## src/rtl/prog_loader_pkg.sv

```systemverilog
// rtl/prog_loader_pkg.sv - shared types and constants for the program image loader
// Holds the session state encoding, word geometry and the packed write request
// that travels from the word packer to the output register.
package prog_loader_pkg;

    localparam int LD_ADDR_W = 32;
    localparam int LD_DATA_W = 32;
    localparam int NB        = LD_DATA_W / 8;
    localparam int LANE_W    = $clog2(NB);

    typedef enum logic [1:0] {
        S_IDLE,
        S_COLLECT,
        S_DRAIN,
        S_DONE
    } ld_state_e;

    typedef struct packed {
        logic [LD_ADDR_W-1:0] addr;
        logic [LD_DATA_W-1:0] wdata;
        logic [NB-1:0]        wstrb;
    } wr_req_t;

endpackage

```

## src/rtl/prog_loader_wpack.sv

```systemverilog
// rtl/prog_loader_wpack.sv - byte-to-word packer with merge and flush decision
// Ports:
//   clk, rst       clock, asynchronous active-high reset
//   clear_i        empty the buffer (session start)
//   byte_acc_i     an in-window byte is accepted this cycle (addr_i/data_i/last_i)
//   flush_req_i    flush a non-empty buffer when no byte is being merged
//   flush_o        one-cycle pulse: req_o must be loaded into the output register
//   req_o          word handed out on flush_o
//   empty_o        buffer holds no bytes
module prog_loader_wpack
    import prog_loader_pkg::*;
(
    input  logic                 clk,
    input  logic                 rst,
    input  logic                 clear_i,
    input  logic                 byte_acc_i,
    input  logic                 last_i,
    input  logic                 flush_req_i,
    input  logic [LD_ADDR_W-1:0] addr_i,
    input  logic [7:0]           data_i,
    output logic                 flush_o,
    output wr_req_t              req_o,
    output logic                 empty_o
);

    wr_req_t               buf_q, buf_d;
    wr_req_t               merged;
    logic [LD_ADDR_W-1:0]  word_addr;
    logic [LANE_W-1:0]     lane;
    logic                  displace;

    assign word_addr = {addr_i[LD_ADDR_W-1:LANE_W], {LANE_W{1'b0}}};
    assign lane      = addr_i[LANE_W-1:0];
    assign displace  = (buf_q.wstrb != '0) && (word_addr != buf_q.addr);
    assign empty_o   = (buf_q.wstrb == '0);

    always_comb begin
        // A byte for a different word starts from an empty buffer.
        merged      = displace ? '0 : buf_q;
        merged.addr = word_addr;
        merged.wdata[{lane, 3'b000} +: 8] = data_i;
        merged.wstrb[lane] = 1'b1;

        buf_d   = buf_q;
        flush_o = 1'b0;
        req_o   = buf_q;
        if (clear_i) begin
            buf_d = '0;
        end else if (byte_acc_i) begin
            if (displace) begin
                // Old word goes out now; the new byte stays buffered even if it is
                // the last one, and the drain phase pushes it out next.
                flush_o = 1'b1;
                req_o   = buf_q;
                buf_d   = merged;
            end else if ((&merged.wstrb) || last_i) begin
                flush_o = 1'b1;
                req_o   = merged;
                buf_d   = '0;
            end else begin
                buf_d   = merged;
            end
        end else if (flush_req_i && !empty_o) begin
            flush_o = 1'b1;
            req_o   = buf_q;
            buf_d   = '0;
        end
    end

    always_ff @(posedge clk or posedge rst) begin
        if (rst) begin
            buf_q <= '0;
        end else begin
            buf_q <= buf_d;
        end
    end

endmodule

```

## src/rtl/prog_img_loader.sv

```systemverilog
// rtl/prog_img_loader.sv - packs an (address, byte) image stream into strobed word writes
// Ports:
//   clk, rst                 clock, asynchronous active-high reset
//   start                    pulse, begins a session from IDLE or DONE
//   in_valid/in_ready        byte stream handshake; in_addr, in_data, in_last
//   mem_valid/mem_ready      write request handshake; mem_addr, mem_wdata, mem_wstrb
//   busy, done               session status
//   byte_cnt, word_cnt       in-window bytes accepted, writes completed
//   drop_cnt                 out-of-window bytes, saturating
//   checksum                 byte sum, only with PROG_LOADER_CHECKSUM_EN, else 0
// Optional feature macro: PROG_LOADER_CHECKSUM_EN
module prog_img_loader
    import prog_loader_pkg::*;
#(
    parameter int                   ADDR_W   = LD_ADDR_W,
    parameter int                   DATA_W   = LD_DATA_W,
    parameter logic [LD_ADDR_W-1:0] MEM_BASE = 32'h0000_0000,
    parameter logic [LD_ADDR_W-1:0] MEM_SIZE = 32'h0001_0000
) (
    input  logic                  clk,
    input  logic                  rst,
    input  logic                  start,
    input  logic                  in_valid,
    output logic                  in_ready,
    input  logic [ADDR_W-1:0]     in_addr,
    input  logic [7:0]            in_data,
    input  logic                  in_last,
    output logic                  mem_valid,
    input  logic                  mem_ready,
    output logic [ADDR_W-1:0]     mem_addr,
    output logic [DATA_W-1:0]     mem_wdata,
    output logic [DATA_W/8-1:0]   mem_wstrb,
    output logic                  busy,
    output logic                  done,
    output logic [31:0]           byte_cnt,
    output logic [31:0]           word_cnt,
    output logic [15:0]           drop_cnt,
    output logic [31:0]           checksum
);

    ld_state_e   state_q, state_d;
    wr_req_t     out_q;
    wr_req_t     req;
    logic        mem_valid_q;
    logic [31:0] byte_cnt_q, word_cnt_q;
    logic [15:0] drop_cnt_q;
    logic        out_free, accept, in_win, start_ok, mem_hs, flush, buf_empty;
    logic        flush_req;

    // The output register can take a word whenever it is empty or draining this cycle.
    assign out_free  = !mem_valid_q || mem_ready;
    assign in_ready  = (state_q == S_COLLECT) && out_free;
    assign accept    = in_valid && in_ready;
    // Unsigned offset compare also rejects addresses below MEM_BASE (they wrap high).
    assign in_win    = (in_addr - MEM_BASE) < MEM_SIZE;
    assign start_ok  = start && ((state_q == S_IDLE) || (state_q == S_DONE));
    assign mem_hs    = mem_valid_q && mem_ready;
    assign flush_req = (accept && !in_win && in_last) || ((state_q == S_DRAIN) && out_free);

    prog_loader_wpack u_wpack (
        .clk         (clk),
        .rst         (rst),
        .clear_i     (start_ok),
        .byte_acc_i  (accept && in_win),
        .last_i      (in_last),
        .flush_req_i (flush_req),
        .addr_i      (in_addr),
        .data_i      (in_data),
        .flush_o     (flush),
        .req_o       (req),
        .empty_o     (buf_empty)
    );

    always_comb begin
        state_d = state_q;
        case (state_q)
            S_IDLE, S_DONE: if (start) state_d = S_COLLECT;
            S_COLLECT:      if (accept && in_last) state_d = S_DRAIN;
            S_DRAIN:        if (buf_empty && !mem_valid_q) state_d = S_DONE;
            default:        state_d = S_IDLE;
        endcase
    end

    always_ff @(posedge clk or posedge rst) begin
        if (rst) begin
            state_q <= S_IDLE;
        end else begin
            state_q <= state_d;
        end
    end

    always_ff @(posedge clk or posedge rst) begin
        if (rst) begin
            out_q       <= '0;
            mem_valid_q <= 1'b0;
        end else if (flush) begin
            out_q       <= req;
            mem_valid_q <= 1'b1;
        end else if (mem_hs) begin
            mem_valid_q <= 1'b0;
        end
    end

    always_ff @(posedge clk or posedge rst) begin
        if (rst) begin
            byte_cnt_q <= '0;
            word_cnt_q <= '0;
            drop_cnt_q <= '0;
        end else if (start_ok) begin
            byte_cnt_q <= '0;
            word_cnt_q <= '0;
            drop_cnt_q <= '0;
        end else begin
            if (accept && in_win) byte_cnt_q <= byte_cnt_q + 32'd1;
            if (mem_hs) word_cnt_q <= word_cnt_q + 32'd1;
            if (accept && !in_win && (drop_cnt_q != 16'hFFFF)) drop_cnt_q <= drop_cnt_q + 16'd1;
        end
    end

`ifdef PROG_LOADER_CHECKSUM_EN
    logic [31:0] checksum_q;
    always_ff @(posedge clk or posedge rst) begin
        if (rst) begin
            checksum_q <= '0;
        end else if (start_ok) begin
            checksum_q <= '0;
        end else if (accept && in_win) begin
            checksum_q <= checksum_q + {24'd0, in_data};
        end
    end
    assign checksum = checksum_q;
`else
    assign checksum = '0;
`endif

    assign mem_valid = mem_valid_q;
    assign mem_addr  = out_q.addr;
    assign mem_wdata = out_q.wdata;
    assign mem_wstrb = out_q.wstrb;
    assign busy      = (state_q == S_COLLECT) || (state_q == S_DRAIN);
    assign done      = (state_q == S_DONE);
    assign byte_cnt  = byte_cnt_q;
    assign word_cnt  = word_cnt_q;
    assign drop_cnt  = drop_cnt_q;

endmodule
```

## config.mk

```make
export PLATFORM = sky130hd
export DESIGN_NAME = prog_img_loader
export DESIGN_NICKNAME = d
export VERILOG_FILES = /design/src/rtl/prog_loader_pkg.sv /design/src/rtl/prog_loader_wpack.sv /design/src/rtl/prog_img_loader.sv
export SDC_FILE = /design/constraint.sdc
export NUM_CORES = 1
export LEC_CHECK = 0
export ABC_AREA = 1
export BUFFER_PORTS_ARGS = -buffer_cell sky130_fd_sc_hd__buf_4
export CAP_MARGIN = 20
export CORE_MARGIN = 3
export CORE_UTILIZATION = 44
export DETAILED_ROUTE_END_ITERATION = 10
export PLACE_DENSITY = 0.7
export SLEW_MARGIN = 20
export SYNTH_ARGS = -nofsm -noshare
export SYNTH_HDL_FRONTEND = slang
export SYNTH_SLANG_ARGS = --single-unit
```

## constraint.sdc

```tcl
create_clock -name clk -period 16 [get_ports clk]
set_input_delay 0.8 -clock clk [delete_from_list [all_inputs] [get_ports clk]]
set_output_delay 0.8 -clock clk [all_outputs]
set_load 0.02 [all_outputs]
```

==> results.txt, run 1 <==
For this design the top-level I/O count stands at 230. The clock passes through at most 3 buffers. The number of gates resized after cts came out at 0. The overall power came out at 1.68 mW. Counting flops and latches in the post-synthesis netlist gives 215. The maximum net fanout on the critical path is 70.

Wires add up to 32.3 mm. Across all layers, the routed design uses 10,940 vias. The worst setup path is launched from a primary input. The worst setup path is captured at a flop.

The headroom to the max-slew limit came out at 33.9%. Among all stages on the critical path, the largest delay is contributed by nand3_2. Row generation in the floorplan step produced 59 rows. The number of optimization iterations in the first detailed-route pass is 5. The number of distinct library cells after synthesis is 50. Setup repair after global routing left no endpoint under its margin. The remaining global-route overflow came out at 0. The per-cell routed wire length came out at 15.7 um. The via count of the first global-routing pass came out at 10,369. The synthesized cell area came out at 0.0118 mm^2. The signal arrival time at the worst endpoint came out at 4.40 ns.

Hold repair after CTS inserted 0 buffers. The class of the most critical hold timing path is in -> async. The count of final setup violators is 0. The multi-input combinational cells in the finished layout cover a total of 0.00525 mm^2. The final antenna diode count is 0. The power density of the placed cells came out at 119 mW/mm^2. The count of nets left with antenna violations after detail routing came out at 0. After filler insertion, the fill cell instance count of the layout stands at 2,462.

The height of the chip came out at 170 um. The final-report max-slew violation count came out at 0. The violation count after the first detailed-route iteration came out at 853.

The accumulated negative setup slack is 0 ns. The maximum operating frequency came out at 0.254 GHz. The congestion estimate from routability-driven global placement came to 0.877. The synthesized area divided by synthesized cell count is 7.66 um^2. The number of setup buffers added after CTS is 0.

Counting every instance in the synthesized netlist gives 1,544. The endpoint required time on the critical path is 16.46 ns. The flow ran to the end, and the final reports show no timing, DRC or antenna violations. The hold violation count in the final report is 0. In this run the clock root is driven by a clkbuf_16. The H-tree depth reported by CTS came out at 1. The number of flops mapped to enable cells by yosys is 0. The HPWL after detailed placement is 21.5 mm. The clock net in this run drives a total of 215 sinks. Clock skew on the completed layout was measured at 0.00831 ns.

For this run, the number of Yosys warnings is 0. The TritonCTS clock tree is built. In the routed design, unresolved DRC markers number 0.

Registers take 0.00538 mm^2. Among all flip-flop cells after synthesis, the most frequent one is dfrtp_1. The total area inside the core boundary comes to 0.0262 mm^2.

The wire length of the first global-routing pass is 52.4 mm. The worst setup path is of the in -> reg kind. The async set-or-reset flop fraction in the synthesized netlist came out at 100%. The largest stage delay on the critical path is 0.71 ns.

The clock period minus final worst setup slack is 3.94 ns. The standby leakage power is 7.07 nW. The total global routing track utilization is 21.8%. The later pin in the worst-skew pair is clocked with a latency of 0.52 ns. The area growth from synthesis to layout is 19.8%. The signal on the critical path passes through buf_4, inv_1, nand2_1, nor3_1, nand4_4, nor2_4, buf_4, nand3_2, buf_4, nand2_1, nand3_1, nand2_1.

The total of max-cap violations is 0. The number of antenna violations at the first check in global routing was 0. The die boundary width is 170 um. The fraction of final layout cells sized beyond drive strength 1 came out at 17.2%. The register area share after synthesis is 45.5%. TritonCTS created 25 clock buffers.

The worst voltage drop across the vdd grid came out at 0.0000817 V. The die covers 0.0289 mm^2. The initial utilization of the core area, before any placement, comes to 45.1%. Entering global routing, the biggest net connects 138 pins. The clock transition at the registers of the reported paths came out at 0.06 ns. The average via count per standard cell came out at 5.31.

The post-route fraction of the period consumed by the critical path is 24.6%. The final layout contains 1,767 nets. The port buffer count came out at 195. At the pin with the least slew margin, the transition time is 0.992 ns. Across all register-to-register paths, the minimum setup slack is 12.35 ns.
[synth_stat cells, types with 2 or more instances]
library cell	number	area, um^2
a211oi_1	2	15.0
a21oi_1	65	325
a31oi_1	36	225
and3_1	4	25.0
buf_1	2	7.51
buf_2	29	145
buf_4	39	293
buf_6	7	78.8
clkbuf_1	24	90.1
dfrtp_1	215	5380
ha_1	15	188
inv_1	171	642
inv_2	15	56.3
nand2_1	380	1430
nand2_2	3	18.8
nand2_4	2	22.5
nand3_1	112	561
nand3_2	3	30.0
nand4_1	71	444
nor2_1	139	522
nor2_2	7	43.8
nor2_4	2	22.5
nor3_1	29	145
nor3_2	4	40.0
nor3b_1	8	60.1
nor4_1	11	68.8
o211a_1	2	20.0
o21a_1	5	37.5
o21ai_0	88	440
o21ai_1	12	60.1
o31ai_1	4	30.0
xnor2_1	16	140
xor2_1	5	43.8
[registers in the layout, summed over array words and instances, names as in the netlist]
| register | flops |
|---|---|
| byte_cnt | 32 |
| drop_cnt | 16 |
| mem_wstrb | 4 |
| mem_valid | 1 |
| u_wpack.buf_q | 66 |
| mem_wdata | 32 |
| mem_addr | 30 |
| word_cnt | 32 |
| state_q | 2 |
[layout make-up]
| type | count | share of cell area [%] |
|---|---|---|
| clock buffer | 31 | 4.86 |
| clock inverter | 15 | 1.31 |
| inverter | 188 | 5.05 |
| multi-input combinational | 1073 | 37.0 |
| sequential | 215 | 38.0 |
| tap | 335 | 2.96 |
| timing repair buffer | 203 | 10.8 |
[per-stage QoR]
stage / util, % / setup WS [ns] / hold WS (ns) / cell area, um^2 / instances
CTS: 54.0 / 12.10 / 0.478 / 14200 / 2060
global placement: 50.7 / 11.60 / 0.466 / 13300 / 2014
global route: 54.0 / 11.83 / 0.504 / 14200 / 2060
floorplan: - / 9.32 / 0.490 / 11900 / 1577
finish: 54.0 / 12.06 / 0.463 / 14200 / 2060
detailed placement: 50.7 / 11.58 / 0.466 / 13300 / 2014
[logic make-up (layout without fill, tap and decap cells)]
family          Yosys count  after routing  synth area share [%]
simple gates            782            782                  29.8
fa+ha+maj                15             15                  1.59
other cells               1             34                0.0317
buf+inv                 289            437                  11.2
xor+xnor                 21             21                  1.56
flops                   215            215                  45.5
compound gates          221            221                  10.3
[report_power, final]
group          internal (mW)  switching (mW)  total (mW)
registers              0.606          0.0429       0.648
logic                  0.145           0.282       0.427
clock network          0.370           0.235       0.605
total                   1.12           0.560        1.68
[routing by layer]
metal | vias up | track usage (%) | routed length (um)
met4 | 0 | 5.15 | 584
li1 | 5322 | - | -
met2 | 385 | 35.8 | 14800
met1 | 5185 | 30.2 | 14500
met5 | - | 0 | 0
met3 | 48 | 4.07 | 2370
[cell usage in the layout (no fill, tap or decap), types with 2 or more instances in the layout]
cell / n
nor4_1: 11
o211a_1: 2
nand2_2: 5
ha_1: 15
nor3_2: 4
dfrtp_1: 215
bufinv_16: 4
nand2_4: 2
clkbuf_16: 25
a211oi_1: 2
nand4_1: 71
clkbuf_1: 2
a21oi_1: 65
nand3_1: 112
nor2_2: 7
xnor2_1: 16
o21ai_0: 88
inv_1: 170
o21a_1: 5
and3_1: 4
nor2_1: 139
a31oi_1: 36
nand2_1: 378
nor3_1: 29
nand3_2: 3
buf_4: 202
xor2_1: 5
clkbuf_8: 4
o31ai_1: 4
conb_1: 34
nor3b_1: 8
o21ai_1: 12
clkinv_2: 8
inv_2: 15
nor2_4: 2
[critical path, delay by kind of cell]
family	cells	cell delay, ns
AND/OR/NAND/NOR	8	2.26
buffers and inverters	4	1.33
[final timing paths]
| check | start | to | cells past startpoint |
|---|---|---|---|
| hold reg to reg | byte_cnt[31] | byte_cnt[31] | 1 |
| setup / recovery | in_addr[18] | mem_wdata[9] | 12 |
| hold / removal | rst | word_cnt[11] | 2 |
| min in group clk | byte_cnt[31] | byte_cnt[31] | 1 |
| max in group asynchronous | rst | word_cnt[4] | 3 |
| setup reg to reg | state_q[1] | mem_wdata[9] | 13 |
(Power assumes the default switching activity.)
==> inputs of run 2 (changes only) <==
- clock period: 16 -> 4 ns (I/O delays scaled with it)
==> run 2 against run 1 <==
Against the previous run:
- combinational power grew to 4.1 times the previous value
- final area up 0.92%
- global-route usage up 0.28 points
- largest power group unchanged
- critical path type is now reg -> reg
- critical path depth stayed put
- highest routed layer unchanged
- largest cell class unchanged
- non-clock buffer count grew 22
- clock power grew to 3.7 times the previous value
- clock skew is 0.0082 ns higher
- power grew to 3.9 times the previous value
==> results.txt, run 2 (synthesis gave the netlist of run 1 again) <==
The count of nets left with antenna violations after detail routing was 0 (unchanged). The via count of the first global-routing pass came out at 10,432 (was 10,369). The buffers plus inverters on the worst setup path is 3 (was 4). The measured slew at the worst slew-check pin came out at 0.779 ns (was 0.992 ns). The flip-flop count of the largest register, all copies and words added came out at 66 (unchanged). The per-cell routed wire length was 15.7 um (about the same). Crit-path cells: ha_1, and2_1, nand2_1, inv_2, nand4_4, nor2_4, inv_2, o21ai_2, nand2_4, buf_4, nor2_1, a21oi_1 (was buf_4, inv_1, nand2_1, nor3_1, nand4_4, nor2_4, buf_4, nand3_2, buf_4, nand2_1, nand3_1, nand2_1). The standby leakage power is 7.13 nW (was 7.07 nW). RSZ-0062 raised after global routing: no (unchanged). The source of the critical timing path is state_q[0] (was in_addr[18]). The portion of total power attributed to combinational logic is 26.4% (was 25.4%). The initial cell density of the core came out at 45.1% (unchanged). The layout overhead on the synthesized area came out at 20.9% (was 19.8%).

The category of the worst setup path capture point is a flop (unchanged). The number of sinks handled by clock tree synthesis came out at 215 (unchanged). The H-tree depth reported by CTS came out at 1 (unchanged). The core area is 0.0262 mm^2 (unchanged). The register with the most flip-flops is u_wpack.buf_q (unchanged).

The violation count after the first detailed-route iteration was 879 (was 853). The instance count on the critical path came to 12 (unchanged). The termination of the worst setup path is mem_wstrb[0] (was mem_wdata[9]).

The routed via count is 11,004 (was 10,940). The average via count per standard cell came out at 5.29 (was 5.31). The net switching power of the design was 2.21 mW (was 560 uW). The number of nets in the layout is 1,789 (was 1,767). The number of buffers between clock root and the deepest sink came out at 3 (unchanged). The DRC violations left is 0 (unchanged). The number of fill cells was 2,454 (was 2,462). The leading cell type in the layout, fill and taps excluded is nand2_1 (unchanged).

The number of optimization iterations in the first detailed-route pass is 5 (unchanged). The number of antenna violations at the first check in global routing is 0 (unchanged). The headroom to the max-slew limit came to 48.1% (was 33.9%). The height of the chip is 170 um (unchanged). The port buffer count came out at 195 (unchanged). The routability congestion estimate from global placement came out at 0.895 (was 0.877). The root buffer selected by CTS was clkbuf_16 (unchanged). The TritonCTS clock tree is built (unchanged).

The number of placement rows came out at 59 (unchanged). The maximum net fanout on the critical path is 44 (was 70). The end of the worst register-to-register path was mem_wstrb[0] (was mem_wdata[9]). The wire length of the first global-routing pass was 53.0 mm (was 52.4 mm). In the finished design, the share of the clock period the worst path needs comes to 80.2%. The total global routing track utilization was 22.1% (was 21.8%). The share of the core filled with cells is 54.5% (was 54.0%). The fraction of final layout cells sized beyond drive strength 1 came out at 17.1% (was 17.2%). The kind of critical path is reg -> reg (was in -> reg). The final-report max-slew violation count is 0 (unchanged). Status: finished clean (unchanged). The number of gates resized after cts came out at 0 (unchanged). The class of the most critical hold timing path is in -> reg (was in -> async).

The latest clock arrival within the worst-skew pair came out at 0.52 ns (about the same). The largest stage delay on the critical path came out at 0.51 ns (was 0.71 ns). The final antenna diode count came out at 0 (unchanged).

The clock period minus final worst setup slack came out at 3.21 ns. By instance count, the cell type seen most on the critical path is inv_2. The worst clock skew on the final layout came out at 0.0165 ns (was 0.00831 ns). The cell depth of the worst flop-to-flop path was 12 (was 13). The switching share of power came out at 33.7% (was 33.3%). The signal arrival time at the worst endpoint is 3.66 ns (was 4.40 ns). The remaining global-route overflow came out at 0 (unchanged). The worst voltage drop across the vdd grid is 0.000385 V (was 0.0000817 V). The TritonCTS buffer count came out at 25 (unchanged). The largest net degree at the start of global routing came out at 115 (was 138). The count of final setup violators came out at 0 (unchanged). The register-to-register setup slack is 0.79 ns (was 12.35 ns).

The family with the most delay on the worst path is buffers and inverters (was simple AND/OR/NAND/NOR gates). The die area came out at 0.0289 mm^2 (unchanged). The internal power component came out at 4.35 mW (was 1.12 mW). The clock network fraction of total power is 34.0% (was 36.0%).

The endpoint required time on the critical path was 4.45 ns (was 16.46 ns). The power density of the placed cells is 459 mW/mm^2 (was 119 mW/mm^2). The share of total power in sequential cells came to 39.6% (was 38.6%). The final wirelength came to 32.7 mm (was 32.3 mm).

The standard cell with the maximum stage delay on the critical path was buf_4 (was nand3_2). The accumulated negative setup slack came out at 0 ns (unchanged). The reg-to-reg startpoint is state_q[0] (was state_q[1]).

The detailed placer's ending HPWL came out at 22.3 mm (was 21.5 mm). Leading cell types in the layout, fill and taps excluded: nand2_1 (378), dfrtp_1 (215), buf_4 (209) (was nand2_1 (378), dfrtp_1 (215), buf_4 (202)). The die boundary width is 170 um (unchanged). The hold violation count in the final report is 0 (unchanged).

The overall power is 6.56 mW (was 1.68 mW). The clock transition at the registers of the reported paths was 0.06 ns (about the same). The top-level I/O count is 230 (unchanged).

The total of max-cap violations was 0 (unchanged). The maximum operating frequency is 0.312 GHz. The critical path launch point type was a flop (was primary input).
[run 2: how the worst min path moves through the flow]
stage	startpoint	endpoint	slack, ns	depth (start not counted)
2_1_floorplan	in_addr[2]	u_wpack.buf_q[38]	0.35	2
3_3_place_gp	rst	drop_cnt[3]	0.20	2
3_5_place_dp	rst	drop_cnt[3]	0.20	2
4_1_cts	mem_ready	mem_valid	0.009	4
5_1_grt	mem_ready	mem_valid	0.05	4
6_report	mem_ready	mem_valid	0.03	4
[run 2: area by class of cell]
cell class	count	area, um^2	share of cell area, %
clock buffers	33	686	4.80
clock inverters	12	110	0.770
inverters	188	712	4.98
multi-input cells	1073	5250	36.7
flip-flops and latches	215	5380	37.6
well taps	335	419	2.93
repair buffers	225	1740	12.2
[run 2: power groups by stage]
stage,clock network (mW),logic [mW],registers [mW]
6_report,2.23,1.73,2.60
2_1_floorplan,0,0.736,2.89
3_3_place_gp,0,1.72,2.64
4_1_cts,2.30,1.74,2.60
3_5_place_dp,0,1.73,2.63
5_1_grt,2.39,1.90,2.63
[run 2: worst min-delay path, cell delays in order]
cell,delay [ns]
buf_4,0.08
inv_1,0.04
nand2_1,0.11
nand2_1,0.06
[run 2: layer usage]
metal  GRT usage [%]  part of all wire (%)  up-vias  wire length [um]
met5               0                     0        -                 0
li1                -                     -     5365                 -
met3            4.48                   8.7       43              2840
met1            31.1                    44     5139             14500
met2            35.2                    45      457             14600
met4            5.64                   2.2        0               714
[run 2: repair_timing]
| action | CTS | global route |
|---|---|---|
| hold buffers | 15 | 0 |
| buffers inserted | 0 | 0 |
| endpoints found under the hold margin | 24 | 0 |
[run 2: per-stage QoR]
stage               area (um^2)  worst slack (ns)  hold slack, ns  instances
global placement          13300             0.857           0.195       2021
CTS                       14300             0.779         0.00934       2081
detailed placement        13300             0.761           0.198       2021
floorplan                 11900              1.00           0.347       1577
finish                    14300             0.790          0.0343       2081
global route              14300             0.486          0.0537       2081
==> inputs of run 3 (changes only) <==
- PLACE_DENSITY: 0.7 -> 0.72
- clock period: 4 -> 2.9 ns (I/O delays scaled with it)
==> run 3 against run 2 <==
Against the previous run:
- die area unchanged
- clock power up 39%
- first-iteration DRC count down 17%
- hold slack worse by 0.0079 ns
- setup slack worse by 0.40 ns
- combinational power up 40%
- critical path type unchanged
- flip-flop and latch count unchanged
- clock skew down 0.0051 ns
- clock-buffer cell count up 3
- largest cell class unchanged
- final cell count up 0.29%
- final area up 1.0%
==> results.txt, run 3 (synthesis gave the netlist of run 1 again) <==
The count of final setup violators is 0 (unchanged). The endpoint required time on the critical path is 3.35 ns (was 4.45 ns). The count of buffers added by post-CTS timing repair for setup came out at 0 (unchanged). The core area was 0.0262 mm^2 (unchanged). The height of the chip came out at 170 um (unchanged).

The standby leakage power came out at 7.19 nW (was 7.13 nW). The remaining global-route overflow came to 0 (unchanged). The routability congestion estimate from global placement came to 0.873 (was 0.895). The top-level I/O count is 230 (unchanged). The count of nets left with antenna violations after detail routing came out at 0 (unchanged).

The H-tree depth reported by CTS was 1 (unchanged). The kind of critical path is reg -> reg (unchanged). The number of buffers between clock root and the deepest sink came to 3 (unchanged). The busiest layer in global routing is met2 (unchanged).

RSZ-0062 raised after global routing: no (unchanged). The overall power is 9.08 mW (was 6.56 mW). The number of placement rows came to 59 (unchanged). The TritonCTS buffer count was 25 (unchanged). The source of the critical timing path is state_q[1] (was state_q[0]). The signal arrival time at the worst endpoint is 2.96 ns (was 3.66 ns). The root buffer selected by CTS is clkbuf_16 (unchanged).

The number of sinks handled by clock tree synthesis is 215 (unchanged). The DRC violations left is 0 (unchanged). The fraction of final layout cells sized beyond drive strength 1 came out at 17.5% (was 17.1%). The measured slew at the worst slew-check pin was 0.591 ns (was 0.779 ns). The reg-to-reg startpoint is state_q[1] (was state_q[0]).

The minimum hold slack came out at 0.0264 ns (was 0.0343 ns). The worst voltage drop across the vdd grid is 0.000522 V (was 0.000385 V). The met1 layer usage reported by global route was 31.1% (about the same). The leading cell type in the layout, fill and taps excluded is nand2_1 (unchanged). The total of max-cap violations came out at 0 (unchanged). The worst clock skew on the final layout came out at 0.0114 ns (was 0.0165 ns).

The start point of the worst min-delay path was start (was mem_ready). The routed via count is 11,023 (was 11,004). The clock period minus final worst setup slack is 2.51 ns (was 3.21 ns). The total global routing track utilization is 22.1% (about the same). The clock transition at the registers of the reported paths is 0.06 ns (about the same). The via count of the first global-routing pass is 10,678 (was 10,432). The hold violation count in the final report is 0 (unchanged).

The number of antenna violations at the first check in global routing came out at 0 (unchanged). The final wirelength is 32.3 mm (was 32.7 mm). The detailed placer's ending HPWL is 22.0 mm (was 22.3 mm). The met3 track demand over resource is 4.65% (was 4.48%). The maximum operating frequency is 0.398 GHz (was 0.312 GHz). The die area is 0.0289 mm^2 (unchanged). The per-cell routed wire length came out at 15.5 um (was 15.7 um). The area of placed instances came out at 0.0135 mm^2 (was 0.0133 mm^2). The wire length of the first global-routing pass is 53.7 mm (was 53.0 mm). The average via count per standard cell came to 5.28 (was 5.29). The latest clock arrival within the worst-skew pair came out at 0.52 ns (about the same). The headroom to the max-slew limit came out at 60.3% (was 48.1%). The power density of the placed cells came out at 629 mW/mm^2 (was 459 mW/mm^2). The layout overhead on the synthesized area came out at 22.2% (was 20.9%). The TritonCTS clock tree is built (unchanged). The register with the most flip-flops is u_wpack.buf_q (unchanged). The area of all placed cells without fillers came out at 0.0144 mm^2 (was 0.0143 mm^2).

Leading cell types in the layout, fill and taps excluded: nand2_1 (378), dfrtp_1 (215), buf_4 (208) (was nand2_1 (378), dfrtp_1 (215), buf_4 (209)). The critical path launch point type is a flop (unchanged). Status: finished clean (unchanged).

The violation count after the first detailed-route iteration came out at 726 (was 879). The category of the worst setup path capture point was a flop (unchanged). The maximum net fanout on the critical path came out at 62 (was 44). The die boundary width came out at 170 um (unchanged). The final-report max-slew violation count is 0 (unchanged). The accumulated negative setup slack was 0 ns (unchanged). The initial cell density of the core came out at 45.1% (unchanged). The register-to-register setup slack is 0.39 ns (was 0.79 ns). The post-route fraction of the period consumed by the critical path is 86.7% (was 80.2%).

The flip-flop count of the largest register, all copies and words added came out at 66 (unchanged). The port buffer count came out at 195 (unchanged). The number of optimization iterations in the first detailed-route pass came out at 5 (unchanged). The largest net degree at the start of global routing was 96 (was 115). The number of nets in the layout is 1,795 (was 1,789). The final antenna diode count came to 0 (unchanged). The met2 global-route usage is 35.3% (was 35.2%).

The class of the most critical hold timing path is in -> reg (unchanged).
run 3: through the flow:
step,util (%),worst slack (ns),std cells
2_1_floorplan,-,-0.0431,1577
3_3_place_gp,51.4,0.449,2026
3_5_place_dp,51.4,0.241,2026
4_1_cts,55.1,0.229,2087
5_1_grt,55.1,0.141,2087
6_report,55.1,0.385,2087
run 3: final timing paths:
check / to / cells past startpoint
max: mem_addr[23] / 13
min: state_q[0] / 4
max reg2reg: mem_addr[23] / 13
min reg2reg: mem_addr[13] / 2
max in group asynchronous: word_cnt[10] / 4
min in group asynchronous: byte_cnt[30] / 3
run 3: metal layers:
metal | up-vias | part of all wire (%)
li1 | 5371 | -
met1 | 5188 | 45
met2 | 424 | 45
met3 | 40 | 8.2
met4 | 0 | 1.4
met5 | - | 0
run 3: repair_timing:
action	4_1_cts	5_1_grt
hold endpoints to repair	51	0
endpoints found under the setup margin	0	6
hold buffers	16	0
gates resized for setup	0	1
run 3: area by class of cell:
cell class,count,area [um^2]
clock inverter,9,72.6
sequential,215,5380
multi-input combinational,1073,5250
clock buffer,36,747
fill,2427,11800
tap,335,419
inverter,188,714
timing repair buffer,231,1860
run 3: where the power goes:
part | internal [mW] | switching [mW]
Combinational | 0.847 | 1.57
Sequential | 3.34 | 0.227
Clock | 1.87 | 1.23
Total | 6.06 | 3.03
run 3: critical path, cell delays in order, from the launching register on:
cell and delay, ns:
dfrtp_1 0.41, inv_1 0.09, ha_1 0.16, and2_1 0.17
nand2_1 0.10, inv_2 0.12, nand2_1 0.06, o21ai_0 0.16
nand2_1 0.12, o21ai_2 0.30, nand2_4 0.12, inv_6 0.38
nand3_1 0.14, nand2_1 0.10
